--- src/rtl/bcd_entry_n.sv ---
// Multi-digit BCD keypad entry: synchronises an asynchronous key and sign switch,
// collects DIGITS presses into curr_digits, and commits them on a further press.
module bcd_entry_n #(
    parameter int DIGITS      = 3,
    parameter int SYNC_STAGES = 2
) (
    input  logic                  clk,
    input  logic                  rst,
    input  logic                  key_in,
    input  logic [3:0]            key_num,
    input  logic                  sign_in,
    input  logic                  clr_in,
    output logic [4*DIGITS-1:0]   curr_digits,
    output logic [4*DIGITS-1:0]   temp_digits,
    output logic [3:0]            press_cnt,
    output logic [DIGITS:0]       track_inp,
    output logic                  curr_sign_mode,
    output logic                  temp_sign_mode,
    output logic [3:0]            sign,
    output logic                  commit,
    output logic                  err,
    output logic                  fsm_state
);

    localparam logic [3:0] SIGN_OFF      = 4'hF;
    localparam logic [3:0] SIGN_NEGATIVE = 4'hA;
    localparam logic       ENTRY         = 1'b0;
    localparam logic       CONFIRM       = 1'b1;
    localparam logic [3:0] LAST_CNT      = 4'(DIGITS - 1);

    // Handshake: key_in is a level, a press is a one-cycle pulse on the synchronised
    // rising edge; commit and err are one-cycle pulses with no back-pressure.

    logic [SYNC_STAGES-1:0] key_sync;
    logic [SYNC_STAGES-1:0] sign_sync;
    logic [SYNC_STAGES-1:0] fill;
    logic                   key_prev;
    logic                   press;
    logic                   commit_pend;
    logic                   state_q;

    // key_prev is forced high until the synchroniser holds a real sample, so a key
    // held through reset release is not mistaken for a press.
    always_ff @(posedge clk) begin
        if (!rst) begin
            key_sync  <= '0;
            sign_sync <= '0;
            fill      <= '0;
            key_prev  <= 1'b1;
        end else begin
            key_sync  <= {key_sync[SYNC_STAGES-2:0], key_in};
            sign_sync <= {sign_sync[SYNC_STAGES-2:0], sign_in};
            fill      <= {fill[SYNC_STAGES-2:0], 1'b1};
            key_prev  <= fill[SYNC_STAGES-1] ? key_sync[SYNC_STAGES-1] : 1'b1;
        end
    end

    assign press          = key_sync[SYNC_STAGES-1] & ~key_prev;
    assign curr_sign_mode = sign_sync[SYNC_STAGES-1];
    assign sign           = curr_sign_mode ? SIGN_NEGATIVE : SIGN_OFF;
    assign fsm_state      = state_q;

    always_ff @(posedge clk) begin
        if (!rst) begin
            curr_digits    <= '0;
            temp_digits    <= '0;
            press_cnt      <= '0;
            track_inp      <= (DIGITS+1)'(1);
            temp_sign_mode <= 1'b0;
            commit_pend    <= 1'b0;
            commit         <= 1'b0;
            err            <= 1'b0;
            state_q        <= ENTRY;
        end else begin
            err         <= 1'b0;
            commit_pend <= 1'b0;
            commit      <= commit_pend;
            if (clr_in) begin
                press_cnt   <= '0;
                track_inp   <= (DIGITS+1)'(1);
                curr_digits <= '0;
                state_q     <= ENTRY;
            end else if (press) begin
                if (state_q == CONFIRM) begin
                    temp_digits    <= curr_digits;
                    temp_sign_mode <= curr_sign_mode;
                    press_cnt      <= '0;
                    track_inp      <= (DIGITS+1)'(1);
                    commit_pend    <= 1'b1;
                    state_q        <= ENTRY;
                end else if (key_num <= 4'd9) begin
                    for (int k = 0; k < DIGITS; k++) begin
                        if (press_cnt == 4'(k)) curr_digits[4*k +: 4] <= key_num;
                    end
                    press_cnt <= press_cnt + 4'd1;
                    track_inp <= track_inp << 1;
                    if (press_cnt == LAST_CNT) state_q <= CONFIRM;
                end else begin
                    err <= 1'b1;
                end
            end
        end
    end

endmodule

--- config.mk ---
export PLATFORM = sky130hd
export DESIGN_NAME = bcd_entry_n
export DESIGN_NICKNAME = d
export VERILOG_FILES = /design/src/rtl/bcd_entry_n.sv
export SDC_FILE = /design/constraint.sdc
export NUM_CORES = 1
export LEC_CHECK = 0
export ABC_AREA = 1
export CAP_MARGIN = 20
export CORE_MARGIN = 5
export CORE_UTILIZATION = 25
export DETAILED_ROUTE_END_ITERATION = 16
export SLEW_MARGIN = 20
export SYNTH_ARGS = -nofsm -noshare
export SYNTH_HDL_FRONTEND = slang
export SYNTH_SLANG_ARGS = --single-unit
--- constraint.sdc ---
create_clock -name clk -period 2.8 [get_ports clk]
set_clock_uncertainty 0.15 [all_clocks]
set_input_delay 0.56 -clock clk [delete_from_list [all_inputs] [get_ports clk]]
set_output_delay 0.56 -clock clk [all_outputs]
set_load 0.005 [all_outputs]
==> out/qor.txt, run 1 <==
hold buffers post-CTS: 0
fin. max-slew vios: 0
CP Capture Type: output port
layout cell share with drive strength beyond 1: 0.0816
post-synthesis sequential area ratio: 0.493
largest area contributor in the netlist: dfxtp_1
vias in the first global route: 1543
WP data required: 2.09 ns
post-synthesis adder-cell area fraction: 0.0280
power per standard cell area: 452 nW/um^2
H-tree depth: 2
RSZ-0062 raised after global routing: no
final hold vios: 0
Syn Area/Cell: 7.30 um^2
Detail Route Antenna Nets: 0
simple-gate portion of the synthesized area: 0.321
CTS tree: done
DRC violations left: 0
area post-placement: 2330 um^2
average wire per standard cell: 10.5 um
Die X: 94.6 um
DR vias: 1556
core area: 6870 um^2
CTS-repair resized insts: 0
period utilisation layout: 0.721
global-route wire length before repair: 7.04 mm
largest family of logic cells by synthesized area: simple AND/OR/NAND/NOR gates
First-pass DRT Iterations: 4
final wirelength: 4.10 mm
Worst Setup Start Kind: register
final hold slack: 0.226 ns
Synth Area in Compound Gates: 0.0532
crit path buf inv count: 1
count of warnings emitted by yosys: 0
DR vias/cell: 3.99
ant diodes: 0
antenna violations before repair: 0
gr usage total: 0.102
worst-skew pair later-pin latency: 0.30 ns
peak supply drop: 0.155 mV
I/O Buffers: 47
MaxCap Viol Count: 0
stages on the worst setup path: 1
critical-path cell list: clkdlybuf4s50_1
XOR/XNOR share of the synthesized area: 0
commonest non-fill, non-tap cell in the layout: nor2_1
RD Place Congestion: 0.871
Synth-to-Final Area Change: 35.8%
most frequent cells in the layout: nor2_1 (64), clkdlybuf4s50_1 (47), dfxtp_1 (44)
multiplexer share of the synthesized area: 0
Worst Hold Class: register to register
FF-to-FF path depth: 6
Clock transition at path regs: 0.08 ns
achievable frequency: 0.495 GHz
Initial DRC Count: 61
Crit Path Max Fanout: 5
design area: 2430 um^2
CTS sink cnt: 44
Leakage: 0.000990 uW
Crit path max-delay family: buffers and inverters
I/O pin count: 50
Worst EP arrival: 1.31 ns
Synth Register Bits: 44
Syn Inst Count: 245
Die H: 94.6 um
Initial Utilization: 0.260
setup TNS: 0 ns
postcts setup bufs: 0
Clock Tree Buf Depth: 2
status: completed
final setup fails: 0
Unique masters post-synth: 21
slowest cell on the critical path: clkdlybuf4s50_1
root buf cell: clkbuf_8
WS Path Type: register to output port
Synth top area share: 0.493
mapped cell area: 1790 um^2
Cell Rows: 30
Area contributors post-synth: dfxtp_1 (49%), nor2_1 (13%), nand2_1 (8.0%)
largest net degree at the start of global routing: 21
nets@finish: 306
min Tclk post-route: 2.02 ns
Die ar.: 8940 um^2
HPWL after DPL: 3.15 mm
worst hold stages: 1
CP peak stage delay: 0.56 ns
TritonCTS buffer count: 5
Overflow after GRT: 0
==> cells in the mapped netlist, drive strengths merged <==
cell type,n
nand3,21
conb,1
o21ai,13
nand2,42
ha,4
clkinv,1
dfxtp,44
buf,7
a21oi,6
nor2,70
nor3,1
clkbuf,2
nand4,2
inv,31
==> final cells by class <==
class | instances | area, um^2
clock inverter | 1 | 7.51
timing repair buffer | 49 | 485
sequential | 44 | 881
fill | 745 | 4440
clock buffer | 7 | 86.3
multi-input combinational | 161 | 726
inverter | 32 | 121
tap | 96 | 120
==> layer usage <==
metal  vias to the layer above  wire (um)  GRT usage
met3                         9        294     0.0335
met2                        40       1900      0.173
met5                         -          0          0
li1                        838          -          -
met4                         0         75     0.0433
met1                       669       1830      0.118
==> state kept, by name, summed over array words and instances (netlist names), 2 cells and up <==
signal       flops
fill             2
sign_sync        2
press_cnt        4
track_inp        4
key_sync         2
temp_digits     12
curr_digits     12
==> stage by stage <==
stage | utilization | total power [uW] | setup WS (ns) | instances
floorplan | - | 678 | 1.42 | 246
global placement | 0.340 | 700 | 0.676 | 382
detailed placement | 0.340 | 701 | 0.660 | 382
CTS | 0.353 | 1120 | 0.769 | 390
global route | 0.353 | 1150 | 0.734 | 390
finish | 0.353 | 1100 | 0.780 | 390
==> report_power, final <==
part	leakage [uW]	total (uW)	switching, uW	internal (uW)
combinational	0.000590	52.7	29.3	23.4
sequential	0.000356	632	1.99	630
clock	0.0000445	412	212	201
==> worst paths after layout <==
path | from | end | slack [ns]
setup / recovery | press_cnt[2] | press_cnt[2] | 0.78
hold / removal | fill[1] | key_prev | 0.23
setup reg to reg | fsm_state | curr_digits[11] | 1.26
hold reg to reg | fill[1] | key_prev | 0.23
==> cell families (layout without fill, tap and decap cells) <==
kind of cell               count (synthesis)  in the layout
AOI/OAI and AO/OA                         19             19
adders and majority gates                  4              4
buffers and inverters                     41             89
DFF                                       44             44
other                                      1              2
and+or+nand+nor                          136            136
Note: power is estimated with default switching activity, not from simulation.
==> inputs of run 2 (changes only) <==
==> constraint.sdc (replaced) <==
create_clock -name clk -period 1.7 [get_ports clk]
set_clock_uncertainty 0.15 [all_clocks]
set_input_delay 0.34 -clock clk [delete_from_list [all_inputs] [get_ports clk]]
set_output_delay 0.34 -clock clk [all_outputs]
set_load 0.005 [all_outputs]
==> run 2 against run 1 <==
  * Register-to-register slack worse by 1.0 ns
  * Hold slack lost 0.0018 ns
  * Die area unchanged
  * Non-clock buffer count is 11 higher
  * Critical path depth did not move
  * Sequential cell count unchanged
  * Combinational power rose by 92%
  * Cell count grew 2.8%
  * Sequential power grew 65%
  * Critical path type unchanged
  * Highest routed layer unchanged
==> out/qor.txt, run 2 (synthesized netlist as in run 1, its figures left out) <==
Crit Path Max Fanout: 6
I/O pin count: 50
layout cell share with drive strength beyond 1: 0.170
vias in the first global route: 1541
worst-skew pair later-pin latency: 0.29 ns
CTS sink cnt: 44
ant diodes: 0
uppermost layer routed: met4
CP Capture Type: output port
CTS tree: done
global-route wire length before repair: 6.96 mm
WP data required: 1.21 ns
final wirelength: 4.14 mm
commonest non-fill, non-tap cell in the layout: nor2_1
# fillers: 735
CP peak stage delay: 0.51 ns
root buf cell: clkbuf_8
nets@finish: 317
final setup fails: 0
Cell Rows: 30
internal cell power: 1410 uW
RSZ-0062 raised after global routing: no
peak supply drop: 0.382 mV
average wire per standard cell: 10.3 um
MaxCap Viol Count: 0
slowest cell on the critical path: clkdlybuf4s50_1
DR WL met2: 1.93 mm
Pwr Total: 1810 uW
Leakage: 0.00112 uW
Initial Utilization: 0.260
gr usage total: 0.0995
dpl cells: 392
H-tree depth: 2
power per standard cell area: 710 nW/um^2
TritonCTS buffer count: 5
biggest regs: curr_digits x12, temp_digits x12
First-pass DRT Iterations: 4
hold buffers post-CTS: 0
Initial DRC Count: 64
Clock Tree Buf Depth: 2
largest net degree at the start of global routing: 21
core area: 6870 um^2
Finished Layout Cells: 401
most frequent cells in the layout: nor2_1 (64), clkdlybuf4s50_1 (41), nand2_1 (38)
Synth-to-Final Area Change: 42.6%
reg2reg start: press_cnt[0]
Detail Route Antenna Nets: 0
Die X: 94.6 um
Seq pwr share: 0.573
I/O Buffers: 47
HPWL after DPL: 3.18 mm
Sw Pwr: 396 uW
start point of the worst hold path: fill[1]
Die ar.: 8940 um^2
FF-to-FF setup slack: 0.24 ns
Clock transition at path regs: 0.08 ns
min Tclk post-route: 1.67 ns
Sw Share: 0.219
DR vias: 1599
achievable frequency: 0.599 GHz
met1 WL: 1.90 mm
period utilisation layout: 0.982
status: completed
worst hold stages: 1
DR vias/cell: 3.99
WS Path Type: register to output port
RD Place Congestion: 0.815
R2R Path End: curr_digits[0]
Crit path max-delay family: buffers and inverters
setup ws final: 0.0308 ns
final hold vios: 0
Worst Setup Start Kind: register
Die H: 94.6 um
FF-to-FF path depth: 8
DRC violations left: 0
clock power share: 0.371
setup TNS: 0 ns
crit path buf inv count: 1
Worst Hold End: key_prev
Placement Setup Slack: -0.0736 ns
final hold slack: 0.224 ns
Overflow after GRT: 0
Worst Hold Class: register to register
critical-path cell list: clkdlybuf4s50_1
fin. max-slew vios: 0
met3 WL: 278 um
antenna violations before repair: 0
combinational power share: 0.056
Worst EP arrival: 1.18 ns
[run 2: worst max-delay path by stage]
| stage | start | to | slack [ns] | cells past startpoint |
|---|---|---|---|---|
| 4_1_cts | curr_digits[0] | curr_digits[0] | 0.004 | 1 |
| 2_1_floorplan | press_cnt[0] | curr_digits[8] | 0.40 | 7 |
| 3_5_place_dp | clr_in | temp_digits[4] | -0.07 | 6 |
| 3_3_place_gp | clr_in | temp_digits[4] | -0.06 | 6 |
| 6_report | press_cnt[1] | press_cnt[1] | 0.03 | 1 |
| 5_1_grt | press_cnt[1] | press_cnt[1] | 0.001 | 1 |
[run 2: power by group through the flow]
stage,sequential [uW],combinational (uW),clock [uW]
detailed placement,1070,102,0
CTS,1040,103,703
global placement,1070,102,0
global route,1040,114,759
finish,1040,101,672
floorplan,1070,51.5,0
[run 2: what timing repair did]
item	CTS	global route
gates resized for setup	9	17
pin swaps	0	0
gates cloned	0	0
endpoints found under the setup margin	5	18
setup buffers	0	1
[run 2: routing by layer]
metal  global-route usage  vias up
li1                     -      860
met1                0.120      696
met2                0.167       39
met3               0.0327        4
met4               0.0325        0
met5                    0        -
[run 2: through the flow]
step	instance area (um^2)	utilization
2_1_floorplan	1790	-
6_report	2550	0.371
3_3_place_gp	2410	0.351
5_1_grt	2550	0.371
3_5_place_dp	2410	0.351
4_1_cts	2510	0.366
[run 2: cell type report]
class / instances / area [um^2] / area share
clock buffer: 7 / 86.3 / 0.0339
tap: 96 / 120 / 0.0471
timing repair buffer: 60 / 579 / 0.227
sequential: 44 / 910 / 0.357
multi-input combinational: 161 / 726 / 0.285
clock inverter: 1 / 7.51 / 0.00294
inverter: 32 / 121 / 0.0476
